File: config.mk
export PLATFORM = sky130hd
export DESIGN_NAME = ip_uart_rx
export DESIGN_NICKNAME = d
export VERILOG_FILES = /design/src/rtl/uart_pkg.sv /design/src/rtl/ip_uart_rx.sv
export SDC_FILE = /design/constraint.sdc
export NUM_CORES = 1
export LEC_CHECK = 0
export ABC_AREA = 1
export CAP_MARGIN = 0
export CELL_PAD_IN_SITES_DETAIL_PLACEMENT = 0
export CELL_PAD_IN_SITES_GLOBAL_PLACEMENT = 1
export CORE_MARGIN = 10
export CORE_UTILIZATION = 46
export DETAILED_ROUTE_END_ITERATION = 10
export PLACE_DENSITY_LB_ADDON = 0.1
export SLEW_MARGIN = 25
export SYNTH_ARGS = -nofsm -noshare
export SYNTH_HDL_FRONTEND = slang
export SYNTH_SLANG_ARGS = --single-unit
File: constraint.sdc
create_clock -name clk -period 2.5 [get_ports clk]
set_clock_uncertainty 0.2 [all_clocks]
set_input_delay 0.25 -clock clk [delete_from_list [all_inputs] [get_ports clk]]
set_output_delay 0.25 -clock clk [all_outputs]
set_load 0.005 [all_outputs]
File: src/rtl/uart_pkg.sv
// uart_pkg: shared UART frame constants, receiver state encoding and baud divider arithmetic.
package uart_pkg;
  localparam logic [2:0] ST_IDLE  = 3'd0;
  localparam logic [2:0] ST_START = 3'd1;
  localparam logic [2:0] ST_DATA  = 3'd2;
  localparam logic [2:0] ST_STOP  = 3'd3;
  localparam logic [2:0] ST_BREAK = 3'd4;
  localparam int DATA_BITS = 8;
  localparam int SYNC_STAGES = 2;
  function automatic int uart_div(input int clk_freq, input int uart_freq);
    return clk_freq / uart_freq;
  endfunction
endpackage

File: src/rtl/ip_uart_rx.sv
// ip_uart_rx: 8N1 UART receiver with held valid/ack handshake, framing-error pulse and sticky overrun.
module ip_uart_rx
  import uart_pkg::*;
#(
  parameter int clk_freq = 27000000,
  parameter int uart_freq = 115200
) (
  input  logic       clk,
  input  logic       n_reset,
  input  logic       uart_rx,
  output logic [7:0] recv_data,
  output logic       recv_valid,
  input  logic       recv_ack,
  output logic       framing_error,
  output logic       overrun
);
  localparam int DIV = uart_div(clk_freq, uart_freq);
  localparam int HALF = DIV / 2;
  localparam int CW = $clog2(DIV);
  localparam int BW = $clog2(DATA_BITS);
  if (DIV < 4) begin : g_div_chk
    $error("ip_uart_rx: clk_freq / uart_freq must be at least 4");
  end
  logic [SYNC_STAGES-1:0] sync_q, sync_d;
  logic [2:0] state_q, state_d;
  logic [CW-1:0] cnt_q, cnt_d;
  logic [BW-1:0] bit_q, bit_d;
  logic [DATA_BITS-1:0] shift_q, shift_d, data_q, data_d;
  logic valid_q, valid_d, fe_q, fe_d, ovr_q, ovr_d;
  logic rx_s, tick, stop_smp, deliver, acc;
  assign rx_s = sync_q[SYNC_STAGES-1];
  assign tick = cnt_q == '0;
  always_ff @(posedge clk or negedge n_reset) begin
    if (!n_reset) begin
      sync_q  <= '1;
      state_q <= ST_IDLE;
      cnt_q   <= '0;
      bit_q   <= '0;
      shift_q <= '0;
      data_q  <= '0;
      valid_q <= 1'b0;
      fe_q    <= 1'b0;
      ovr_q   <= 1'b0;
    end else begin
      sync_q  <= sync_d;
      state_q <= state_d;
      cnt_q   <= cnt_d;
      bit_q   <= bit_d;
      shift_q <= shift_d;
      data_q  <= data_d;
      valid_q <= valid_d;
      fe_q    <= fe_d;
      ovr_q   <= ovr_d;
    end
  end
  always_comb begin
    state_d = state_q;
    case (state_q)
      ST_IDLE:  if (!rx_s) state_d = ST_START;
      ST_START: if (tick) state_d = rx_s ? ST_IDLE : ST_DATA;
      ST_DATA:  if (tick && bit_q == BW'(DATA_BITS - 1)) state_d = ST_STOP;
      ST_STOP:  if (tick) state_d = rx_s ? ST_IDLE : ST_BREAK;
      ST_BREAK: if (rx_s) state_d = ST_IDLE;
      default:  state_d = ST_IDLE;
    endcase
  end
  // the counter free-runs outside IDLE; only the START/DATA/STOP sample points consume it
  always_comb begin
    sync_d   = {sync_q[SYNC_STAGES-2:0], uart_rx};
    cnt_d    = state_q == ST_IDLE ? (rx_s ? cnt_q : CW'(HALF - 1))
             : tick ? CW'(DIV - 1) : cnt_q - CW'(1);
    bit_d    = state_q == ST_START ? '0 : (state_q == ST_DATA && tick) ? bit_q + BW'(1) : bit_q;
    shift_d  = (state_q == ST_DATA && tick) ? {rx_s, shift_q[DATA_BITS-1:1]} : shift_q;
    stop_smp = state_q == ST_STOP && tick;
    deliver  = stop_smp && rx_s;
    acc      = valid_q && recv_ack;
    data_d   = deliver ? shift_q : data_q;
    valid_d  = deliver || (valid_q && !recv_ack);
    fe_d     = stop_smp && !rx_s;
    ovr_d    = (deliver && valid_q && !recv_ack) ? 1'b1 : acc ? 1'b0 : ovr_q;
  end
  assign recv_data = data_q;
  assign recv_valid = valid_q;
  assign framing_error = fe_q;
  assign overrun = ovr_q;
endmodule
==> impl_metrics.py <==
metrics = {
    "synth": {
        "number_of_different_library_cells_in_the_post_synthesis_netlist": 28,
        "synth-seq-area-share_pct": 52.2,
        "postSynthCellCount": 188,
        "synth-seq-cells": 35,
        "synthesis.area_per_instance_sq_um": 8.95,
        "synth_top_cell_by_area": "sky130_fd_sc_hd__dfrtp_1",
        "synth_nets": 196,
        "netlist.area_leader.share_pct": 49.1,
        "netlist_top_cells_area": "sky130_fd_sc_hd__dfrtp_1 (49%), sky130_fd_sc_hd__nand2_1 (10%), sky130_fd_sc_hd__inv_1 (4.5%), sky130_fd_sc_hd__nor2_1 (4.2%), sky130_fd_sc_hd__nand3_1 (3.9%)",
        "yosysWarningCount": 0,
        "syn-cell-area_sq_mm": 0.00168,
    },
    "clock_network": {
        "clock_tree_from_tritoncts": "built",
        "postCtsSetupBuffers": 0,
        "cts.hold.buffers_added": 0,
        "clock_network_latency_to_the_later_pin_of_the_worst_skew_pair_ns": 0.29,
        "cts.sink_count": 35,
        "cts.path.max_buffers": 2,
        "numCtsBuffers": 5,
        "cts-htree-levels": 2,
        "clock-root-buffer": "sky130_fd_sc_hd__clkbuf_8",
        "clkTransAtPathRegs_ns": 0.07,
        "post_cts_resized": 0,
    },
    "grt": {
        "initial_antenna_violation_count": 0,
        "gr-total-overflow": 0,
        "via_count_of_the_first_global_routing_pass": 1269,
        "grt_first_pass_wirelength_microns": 5720,
        "grt_usage_pct": 11.1,
        "grt_start_max_net_pins": 36,
    },
    "routing": {
        "wirelength_microns": 3200,
        "dr.pass1.iters": 4,
        "post_drt_via_cell_ratio": 4.95,
        "post-route-drc-count": 0,
        "route.vias.total": 1252,
        "route.detailed.wl_per_inst_microns": 12.7,
        "drtIter0Drc": 130,
        "drt.antenna.violating_nets": 0,
    },
    "run_status": {
        "run_status": "complete, no violations",
    },
    "setup_path": {
        "critPathMaxStageDelay_ns": 0.40,
        "cp_top_family": "simple AND/OR/NAND/NOR gates",
        "cp_capture_type": "flop",
        "timing.setup.critical_path_class": "flop to flop",
        "critical_path_peak_fanout": 20,
        "crit_slowest_cell": "sky130_fd_sc_hd__nand2_1",
        "path_depth": 8,
        "crit_buf_inv": 2,
        "start_kind": "flop",
        "cp_data_required_time_ns": 2.52,
        "reg2reg_depth": 8,
        "crit_path_frequent_cell": "sky130_fd_sc_hd__nand2_1",
        "crit_arrival_ns": 2.01,
        "timing.critical_path.cells": "inv_1, ha_1, nand2_2, nor2_8, nand2_1, inv_2, nand3b_1, nand2_1",
    },
    "timing": {
        "final_hold_vio_count": 0,
        "slew_headroom_pct": 58.8,
        "post_route_minimum_period_ns": 1.99,
        "final-max-slew-violation-count": 0,
        "fmax_mhz": 502,
        "worst_path_setup_slack_after_routing_ns": 0.510,
        "timing_worst_slew_pin_value_ns": 0.616,
        "layout_worst_path_cycle_share_pct": 79.6,
        "setup_viol": 0,
        "timing.setup.tns_ns": 0,
        "hold_ws_ns": 0.160,
        "rsz0062_at_grt": "false",
    },
    "cells_and_area": {
        "finish.net_count": 214,
        "fillers": 327,
        "multiInputGateArea_sq_um": 686,
        "area.sequential_sq_um": 878,
        "antennaDiodeCount": 0,
        "layout-area-overhead-vs-synth_pct": 16.2,
        "drive_above_1_share_pct": 15.0,
    },
    "placement": {
        "preCtsSetupSlack_ns": 0.532,
        "place_congestion": 0.877,
        "hpwl_microns": 2320,
        "placement.io_buffers": 14,
    },
    "power_and_ir_drop": {
        "ir_drop_v": 0.000310,
        "cellPowerDensity_mw_per_mm2": 533,
        "cellLeakagePower_nw": 0.970,
    },
    "job": {
        "cap_viol_max_count": 0,
    },
    "floorplan": {
        "rows": 21,
        "die-width_microns": 80.5,
        "die_area_sq_mm": 0.00648,
        "fp.dieH_microns": 80.5,
        "placeableCoreArea_sq_mm": 0.00344,
        "num_io_pins": 15,
        "starting_density_of_the_core_pct": 48.9,
    },
    "min_path": {
        "whs_path_depth": 0,
        "min_path_type": "flop to flop",
    },
}
## path summary, 6_finish.rpt
check | startpoint | to | slack (ns)
worst max-delay path | cnt_q[0]$_DFFE_PN0N_ | bit_q[0]$_DFFE_PN0P_ | 0.51
worst min-delay path | sync_q[0]$_DFF_PN1_ | sync_q[1]$_DFF_PN1_ | 0.16
worst max register to register | cnt_q[0]$_DFFE_PN0N_ | bit_q[0]$_DFFE_PN0P_ | 0.51
max in group asynchronous | n_reset | sync_q[1]$_DFF_PN1_ | 1.58
worst min register to register | sync_q[0]$_DFF_PN1_ | sync_q[1]$_DFF_PN1_ | 0.16
min in group asynchronous | n_reset | recv_data[4]$_DFFE_PN0P_ | 0.17
## state kept, by name, summed over array words and instances, names as in the netlist
name and flops:
overrun 1, cnt_q 8, bit_q 3, shift_q 8, sync_q 2, recv_data 8, state_q 3, recv_valid 1
framing_error 1
## report_power, final
group / internal, W / switching (W)
Clock: 0.000251 / 0.000194
Combinational: 0.00000842 / 0.0000138
Sequential: 0.000571 / 0.00000324
## area by class of cell
| cell class | count | share of cell area, % |
|---|---|---|
| Multi-Input combinational cell | 126 | 35.1 |
| Timing Repair Buffer | 15 | 7.55 |
| Tap cell | 46 | 2.94 |
| Clock buffer | 8 | 5.12 |
| Sequential cell | 35 | 44.9 |
| Inverter | 23 | 4.41 |
## through the flow
step | utilization (%) | total power [W] | cells | cell area, sq um
final | 56.8 | 0.00104 | 253 | 1960
after global routing | 56.8 | 0.00108 | 253 | 1960
after CTS | 56.8 | 0.00105 | 253 | 1960
after detailed placement | 53.9 | 0.000608 | 245 | 1860
after global placement | 53.9 | 0.000607 | 245 | 1860
after floorplan | - | 0.000587 | 188 | 1680
## placed cells by master (no fill, tap or decap), drive strengths merged
master / count
buf: 1
dfrtp: 33
a22oi: 1
nor3: 1
ha: 4
clkbuf: 8
nand3: 14
dfstp: 2
nor2: 25
xnor2: 3
clkdlybuf4s50: 14
nand4: 2
o22ai: 1
nand2: 49
nand3b: 2
a21oi: 2
o21a: 1
inv: 23
o21ai: 21
## metal layers
metal | wire [microns] | up-vias | global-route usage (%)
li1 | - | 633 | -
met1 | 1540 | 587 | 13.4
met2 | 1410 | 24 | 17.3
met3 | 183 | 8 | 4.34
met4 | 66 | 0 | 4.75
met5 | 0 | - | 0
## logic make-up after synthesis
family,count (synthesis),synth area share (%)
XOR/XNOR,3,1.56
buffers and inverters,27,7.06
AND/OR/NAND/NOR,93,26.5
flip-flops,35,52.2
adder cells (fa/ha/maj),4,2.97
AO/OA/AOI/OAI,26,9.67
## synthesized netlist by cell type
| master | number |
|---|---|
| sky130_fd_sc_hd__nand3_2 | 1 |
| sky130_fd_sc_hd__o22ai_1 | 1 |
| sky130_fd_sc_hd__nand3b_1 | 2 |
| sky130_fd_sc_hd__buf_2 | 2 |
| sky130_fd_sc_hd__inv_1 | 20 |
| sky130_fd_sc_hd__nand3_1 | 13 |
| sky130_fd_sc_hd__nor2_4 | 1 |
| sky130_fd_sc_hd__dfrtp_1 | 33 |
| sky130_fd_sc_hd__buf_6 | 2 |
| sky130_fd_sc_hd__nand4_4 | 1 |
| sky130_fd_sc_hd__nor2_8 | 1 |
| sky130_fd_sc_hd__nand2_2 | 2 |
| sky130_fd_sc_hd__nand2_1 | 46 |
| sky130_fd_sc_hd__o21a_1 | 1 |
| sky130_fd_sc_hd__dfstp_2 | 2 |
| sky130_fd_sc_hd__o21ai_2 | 7 |
| sky130_fd_sc_hd__nor3_1 | 1 |
| sky130_fd_sc_hd__nand2_4 | 1 |
| sky130_fd_sc_hd__a21oi_1 | 2 |
| sky130_fd_sc_hd__ha_1 | 4 |
| sky130_fd_sc_hd__nor2_2 | 4 |
| sky130_fd_sc_hd__o21ai_1 | 9 |
| sky130_fd_sc_hd__o21ai_0 | 5 |
| sky130_fd_sc_hd__a22oi_1 | 1 |
| sky130_fd_sc_hd__nor2_1 | 19 |
| sky130_fd_sc_hd__xnor2_1 | 3 |
| sky130_fd_sc_hd__nand4_1 | 1 |
| sky130_fd_sc_hd__inv_2 | 3 |
Note: power is estimated with default switching activity, not from simulation.
